--- config.mk ---
export PLATFORM = sky130hd
export DESIGN_NAME = histogram_compressor_nway
export DESIGN_NICKNAME = d
export VERILOG_FILES = /design/src/rtl/histogram_compressor_nway_pkg.sv /design/src/rtl/histogram_compressor_nway_bin_counter.sv /design/src/rtl/histogram_compressor_nway.sv
export SDC_FILE = /design/constraint.sdc
export NUM_CORES = 1
export LEC_CHECK = 0
export ABC_CLOCK_PERIOD_IN_PS = 2900
export CAP_MARGIN = 20
export CELL_PAD_IN_SITES_DETAIL_PLACEMENT = 1
export CELL_PAD_IN_SITES_GLOBAL_PLACEMENT = 1
export CORE_MARGIN = 5
export CORE_UTILIZATION = 40
export DETAILED_ROUTE_END_ITERATION = 16
export GPL_TIMING_DRIVEN = 0
export HOLD_SLACK_MARGIN = 0.1
export PLACE_DENSITY_LB_ADDON = 0.1
export SLEW_MARGIN = 20
export SYNTH_ARGS = -nofsm -noshare
export SYNTH_HDL_FRONTEND = slang
export SYNTH_HIERARCHICAL = 1
export SYNTH_SLANG_ARGS = --single-unit
--- constraint.sdc ---
create_clock -name clk -period 2.9 [get_ports clk]
set_clock_uncertainty 0.2 [all_clocks]
set_input_delay 0.435 -clock clk [delete_from_list [all_inputs] [get_ports clk]]
set_output_delay 0.435 -clock clk [all_outputs]
set_load 0.03 [all_outputs]
--- src/rtl/histogram_compressor_nway_pkg.sv ---
// Shared types and helpers for the n-way joint-histogram compressor.
package histogram_pkg;

  typedef enum logic [1:0] {ST_IDLE, ST_ACCUM, ST_HOLD} hist_state_e;

  function automatic int num_bins(input int n);
    return 1 << n;
  endfunction

  // Bit offset of bin k inside the flattened histogram bus.
  function automatic int bin_offset(input int k, input int w);
    return k * w;
  endfunction

endpackage

--- src/rtl/histogram_compressor_nway_bin_counter.sv ---
// One histogram bin: counter with synchronous clear and increment enable.
module hist_bin_counter #(
  parameter int W = 8
) (
  input  logic         clk,
  input  logic         rst_n,
  input  logic         clr,
  input  logic         inc,
  output logic [W-1:0] cnt
);

  always_ff @(posedge clk) begin
    if (!rst_n)   cnt <= '0;
    else if (clr) cnt <= '0;
    else if (inc) cnt <= cnt + W'(1);
  end

endmodule

--- src/rtl/histogram_compressor_nway.sv ---
// Framed joint histogram of NUM_STREAMS unary bitstreams, published via valid/ready.
module histogram_compressor_nway
  import histogram_pkg::*;
#(
  parameter int NUM_STREAMS   = 2,
  parameter int STREAM_LENGTH = 128,
  parameter int COUNTER_WIDTH = $clog2(STREAM_LENGTH + 1),
  parameter int NUM_BINS      = num_bins(NUM_STREAMS)
) (
  input  logic                              clk,
  input  logic                              rst_n,
  input  logic                              start,
  input  logic [NUM_STREAMS-1:0]            stream_in,
  input  logic                              valid_in,
  output logic                              ready_in,
  output logic [NUM_BINS*COUNTER_WIDTH-1:0] hist_out,
  output logic                              hist_valid,
  input  logic                              hist_ready,
  output logic                              busy,
  output logic [COUNTER_WIDTH-1:0]          sample_count
);

  hist_state_e state, state_nxt;

  logic [NUM_BINS-1:0][COUNTER_WIDTH-1:0] bin_cnt, bin_nxt, hist_q;
  logic [NUM_BINS-1:0]                    bin_inc;
  logic                                   accept, frame_clr, frame_done;

  assign accept     = (state == ST_ACCUM) && valid_in;
  assign frame_clr  = (state == ST_IDLE) && start;
  assign frame_done = accept && (sample_count == COUNTER_WIDTH'(STREAM_LENGTH - 1));

  genvar k;
  generate
    for (k = 0; k < NUM_BINS; k++) begin : g_bin
      assign bin_inc[k] = accept && (stream_in == NUM_STREAMS'(k));
      hist_bin_counter #(.W(COUNTER_WIDTH)) u_bin (
        .clk   (clk),
        .rst_n (rst_n),
        .clr   (frame_clr),
        .inc   (bin_inc[k]),
        .cnt   (bin_cnt[k])
      );
      // Snapshot must include the sample accepted on the closing cycle.
      assign bin_nxt[k] = bin_cnt[k] + COUNTER_WIDTH'(bin_inc[k]);
      assign hist_out[bin_offset(k, COUNTER_WIDTH) +: COUNTER_WIDTH] = hist_q[k];
    end
  endgenerate

  always_ff @(posedge clk) begin
    if (!rst_n)          hist_q <= '0;
    else if (frame_done) hist_q <= bin_nxt;
  end

  always_ff @(posedge clk) begin
    if (!rst_n)         sample_count <= '0;
    else if (frame_clr) sample_count <= '0;
    else if (accept)    sample_count <= sample_count + COUNTER_WIDTH'(1);
  end

  always_ff @(posedge clk) begin
    if (!rst_n) state <= ST_IDLE;
    else        state <= state_nxt;
  end

  always_comb begin
    state_nxt  = state;
    ready_in   = 1'b0;
    hist_valid = 1'b0;
    busy       = 1'b0;
    case (state)
      ST_IDLE: if (start) state_nxt = ST_ACCUM;
      ST_ACCUM: begin
        ready_in = 1'b1;
        busy     = 1'b1;
        if (frame_done) state_nxt = ST_HOLD;
      end
      ST_HOLD: begin
        hist_valid = 1'b1;
        busy       = 1'b1;
        if (hist_ready) state_nxt = ST_IDLE;
      end
      default: state_nxt = ST_IDLE;
    endcase
  end

endmodule

==> PnR_summary.wiki <==
{| class="wikitable"
! Metric !! Value
|-
| Run status || finished clean
|-
| Top-area cell type share of the netlist area || 0.420
|-
| Number of distinct library cells after synthesis || 30
|-
| CTS Sinks || 74
|-
| Sequential fraction of the synthesis area || 0.420
|-
| CP Max Fanout || 6
|-
| Largest cells by area after synthesis || sky130_fd_sc_hd__dfxtp_1 42%, sky130_fd_sc_hd__xor2_1 6.5%, sky130_fd_sc_hd__ha_1 6.4%
|-
| Final worst path period need || 2.63 ns
|-
| Final hold violations || 0
|-
| Total iterations of the first detailed-routing run || 4
|-
| Max Clk Rate || between 300 and 400 MHz
|-
| Kind of path behind the tightest hold check || register to register
|-
| Clock network fraction of total power || 0.424
|-
| Startpoint of the tightest hold check path || hist_out[28]$_SDFFE_PN0P_
|-
| Critical Path End || hist_out[30]$_SDFFE_PN0P_
|-
| Area growth from synthesis to final layout || 24.7%
|-
| Number of levels in the clock H-tree || 3
|-
| Met3 demand-to-capacity share in global routing || 0.0472
|-
| Detail-routed net length per standard cell || ~16 um
|-
| TritonCTS clock tree || done
|-
| Count of flip-flops with a built-in enable after synthesis || 0
|-
| Clk buf depth || 2
|-
| Width of the die || 104 um
|-
| Top cell types by occurrence after synthesis || 74 x sky130_fd_sc_hd__dfxtp_1, 42 x sky130_fd_sc_hd__nand2_1, 30 x sky130_fd_sc_hd__nor2_1, 26 x sky130_fd_sc_hd__xor2_1, 22 x sky130_fd_sc_hd__a21oi_1
|-
| Initial drt markers || 102
|-
| Global-route met1 utilization || 0.206
|-
| Min Hold Slack || slightly above 0.3 ns
|-
| DRC violations left || 0
|-
| Global routing usage summed across all routing layers || 0.171
|-
| Pin slew with the least headroom to its limit || 0.496 ns
|-
| Most used flip-flop cell after synthesis || sky130_fd_sc_hd__dfxtp_1
|-
| Area post-placement || 0.00415 sq mm
|-
| Reg-to-Reg End || hist_out[30]$_SDFFE_PN0P_
|-
| Worst reg2reg path startpoint || state[1]$_SDFFE_PN0P_
|-
| Worst setup margin || between 0.2 and 0.3 ns
|-
| Fraction of met2 tracks used by global routing || 0.294
|-
| Full die area || 0.0108 sq mm
|-
| Peak-usage layer in the global routing report || met2
|-
| Slowest library cell on the worst path || sky130_fd_sc_hd__dfxtp_1
|-
| Fraction of power consumed by sequential logic || 0.449
|-
| Routability-driven placement congestion ratio || 0.774
|-
| Vias in the first global route || 3,114
|-
| Total power after layout || ~2.3 mW
|-
| Avg Synthesized Cell Area || 9.16 sq um
|-
| Antenna violations before repair || 0
|-
| Worst path required time || roughly 3 ns
|-
| Setup total negative slack || 0 ns
|-
| Clock buffer count from CTS || 9
|-
| First-pass GRT wire length || 15.3 mm
|-
| Final antenna diode count || 0
|-
| Number of buffer and inverter stages on the critical path || 1
|-
| # rows || 34
|-
| Total number of nets in the final design || 470
|-
| Setup Crit Path Kind || register to register
|-
| Post-route cell area || 0.00440 sq mm
|-
| Number of vias per cell after detailed routing || 5.28
|-
| Most common cell in the synthesized netlist || sky130_fd_sc_hd__dfxtp_1
|-
| Die height || ~100 um
|-
| Worst slew margin relative to its limit || 0.669
|-
| Setup bufs post-CTS || 0
|-
| Post-synth top area cell || sky130_fd_sc_hd__dfxtp_1
|-
| Number of warning messages in the yosys log || 6
|-
| Clock root buffer master || sky130_fd_sc_hd__clkbuf_8
|-
| Switching power total || 0.590 mW
|-
| Nets in the synthesized netlist || 410
|-
| Cts repair resizes || 0
|-
| Ratio of cells with drive above 1 in the final layout || 0.0689
|-
| Peak ir drop on the vdd network || 0.321 mV
|-
| Maximum number of pins on one net before global-route repair || 13
|-
| Total number of cells along the worst setup path || 10
|-
| Kind of end point of the critical path || register
|-
| Maximum single-stage delay on the critical path || 0.33 ns
|-
| Final setup violating endpoints || 0
|-
| Startpoint type of the worst setup path || register
|-
| Clock slew at the register clock pins of the worst setup and hold paths || 0.08 ns
|-
| Post-Route WL || 8.92 mm
|-
| Most used cell, CP || sky130_fd_sc_hd__ha_1
|-
| Max-cap violations || 0
|-
| Post-synthesis sequential element count || 74
|-
| Worst slack after detailed placement || 0.0921 ns
|-
| Count of buffers from port buffering || a little under 50
|-
| Aggregate global routing overflow || 0
|-
| Pins Over Slew Limit || 0
|-
| CP Launch Point || state[1]$_SDFFE_PN0P_
|-
| Leakage power total || about 1.7 nW
|-
| DRT antenna net count || 0
|-
| Internal cell power || 1.75 mW
|-
| Async SR Flop Fraction || 0
|-
| Proportion of power drawn by combinational gates || 0.128
|-
| Cell type group with the largest total delay on the critical path || simple AND/OR/NAND/NOR gates
|-
| DPL Wire Length || 6.52 mm
|-
| Post-Synthesis Cells || 385
|-
| Worst-case reg-to-reg path depth || 10
|-
| Cts hold-fix bufs || 0
|-
| Switching part of the total power || 0.252
|-
| Setup slack on the worst flop-to-flop path || about 0.27 ns
|-
| Portion of the clock cycle consumed by the worst path in the final layout || 0.908
|-
| Starting density of the core || 0.408
|-
| DR vias || 2,944
|-
| RSZ-0062 raised after global routing || false
|-
| Worst-Skew Late Latency || ~0.34 ns
|-
| Sequence of cells on the critical path || inv_1 -> ha_1 -> and2_0 -> and3_1 -> ha_1 -> ha_1 -> and3_1 -> nand3_1 -> xor2_1 -> a21oi_1
|-
| Netlist area before placement || 0.00353 sq mm
|-
| Area of the placeable core || between 0.008 and 0.009 sq mm
|-
| P per Cell Area || 531 mW/mm^2
|-
| I/O pin count || 50
|-
| Data arrival time at the worst-slack endpoint || around 2.7 ns
|}
[cell families (layout without fill, tap and decap cells)]
| family | count (synthesis) | in the layout | share of synthesized area |
|---|---|---|---|
| flip-flops | 74 | 74 | 0.420 |
| XOR/XNOR | 46 | 46 | 0.114 |
| multiplexers | 14 | 14 | 0.0397 |
| AND/OR/NAND/NOR | 146 | 146 | 0.210 |
| AO/OA/AOI/OAI | 64 | 64 | 0.114 |
| adder cells (fa/ha/maj) | 18 | 18 | 0.0639 |
| buffers and inverters | 23 | 88 | 0.0383 |
[area by class of cell]
class                      count  area [sq um]
fill                        1011          4240
sequential                    74          1480
timing repair buffer          49           490
multi-input combinational    288          1910
buffer                        19           120
clock buffer                  12           145
tap                          108           135
inverter                       4          15.0
clock inverter                 4          98.8
[power by group through the flow]
stage                     sequential [mW]  combinational [mW]  clock [mW]
after floorplan                      1.07               0.200           0
after global placement               1.07               0.294           0
after detailed placement             1.07               0.301           0
after CTS                            1.05               0.305        1.01
after global routing                 1.05               0.328        1.05
final                                1.05               0.298       0.990
[metal layers]
layer | up-vias | share of wire
met5 | - | 0
met4 | 0 | 0.014
met3 | 12 | 0.046
met2 | 60 | 0.50
met1 | 1418 | 0.44
li1 | 1454 | -
[cell usage in the layout, fill, tap and decap left out]
master and n:
sky130_fd_sc_hd__or3_1 13, sky130_fd_sc_hd__and2_1 1, sky130_fd_sc_hd__buf_4 7, sky130_fd_sc_hd__nor3b_1 1, sky130_fd_sc_hd__o21ai_0 21, sky130_fd_sc_hd__nand3_1 10
sky130_fd_sc_hd__nor4b_4 1, sky130_fd_sc_hd__and3_1 8, sky130_fd_sc_hd__a21oi_1 22, sky130_fd_sc_hd__nand2_1 42, sky130_fd_sc_hd__clkbuf_1 11, sky130_fd_sc_hd__dfxtp_1 74
sky130_fd_sc_hd__and4_1 1, sky130_fd_sc_hd__o221a_2 1, sky130_fd_sc_hd__clkinv_4 1, sky130_fd_sc_hd__a21oi_2 4, sky130_fd_sc_hd__and2_0 1, sky130_fd_sc_hd__inv_1 4
sky130_fd_sc_hd__mux2i_1 14, sky130_fd_sc_hd__o211a_1 12, sky130_fd_sc_hd__nor2_1 30, sky130_fd_sc_hd__o21ai_1 4, sky130_fd_sc_hd__nand4_1 18, sky130_fd_sc_hd__bufinv_16 3
sky130_fd_sc_hd__xnor2_1 20, sky130_fd_sc_hd__clkdlybuf4s50_1 49, sky130_fd_sc_hd__nor2b_1 8, sky130_fd_sc_hd__nand3_2 1, sky130_fd_sc_hd__nor3_1 5, sky130_fd_sc_hd__ha_1 18
sky130_fd_sc_hd__xor2_1 26, sky130_fd_sc_hd__clkbuf_8 10, sky130_fd_sc_hd__nand2b_1 6, sky130_fd_sc_hd__buf_6 3
[through the flow]
stage,util,std cells
3_3_place_gp,0.481,542
5_1_grt,0.509,558
3_5_place_dp,0.481,542
6_report,0.509,558
4_1_cts,0.509,558
2_1_floorplan,-,385
[how the worst min path moves through the flow]
stage | to | cells after the start
2_1_floorplan | state[1]$_SDFFE_PN0P_ | 2
3_3_place_gp | state[1]$_SDFFE_PN0P_ | 2
3_5_place_dp | hist_out[28]$_SDFFE_PN0P_ | 1
5_1_grt | hist_out[28]$_SDFFE_PN0P_ | 1
6_report | hist_out[28]$_SDFFE_PN0P_ | 1
4_1_cts | hist_out[28]$_SDFFE_PN0P_ | 1
[flip-flops by register name, summed over array words and instances (netlist names)]
name             flops
sample_count         8
state                2
g_bin.u_bin/cnt     32
hist_out            32
Power figures use the tool's default switching activity.
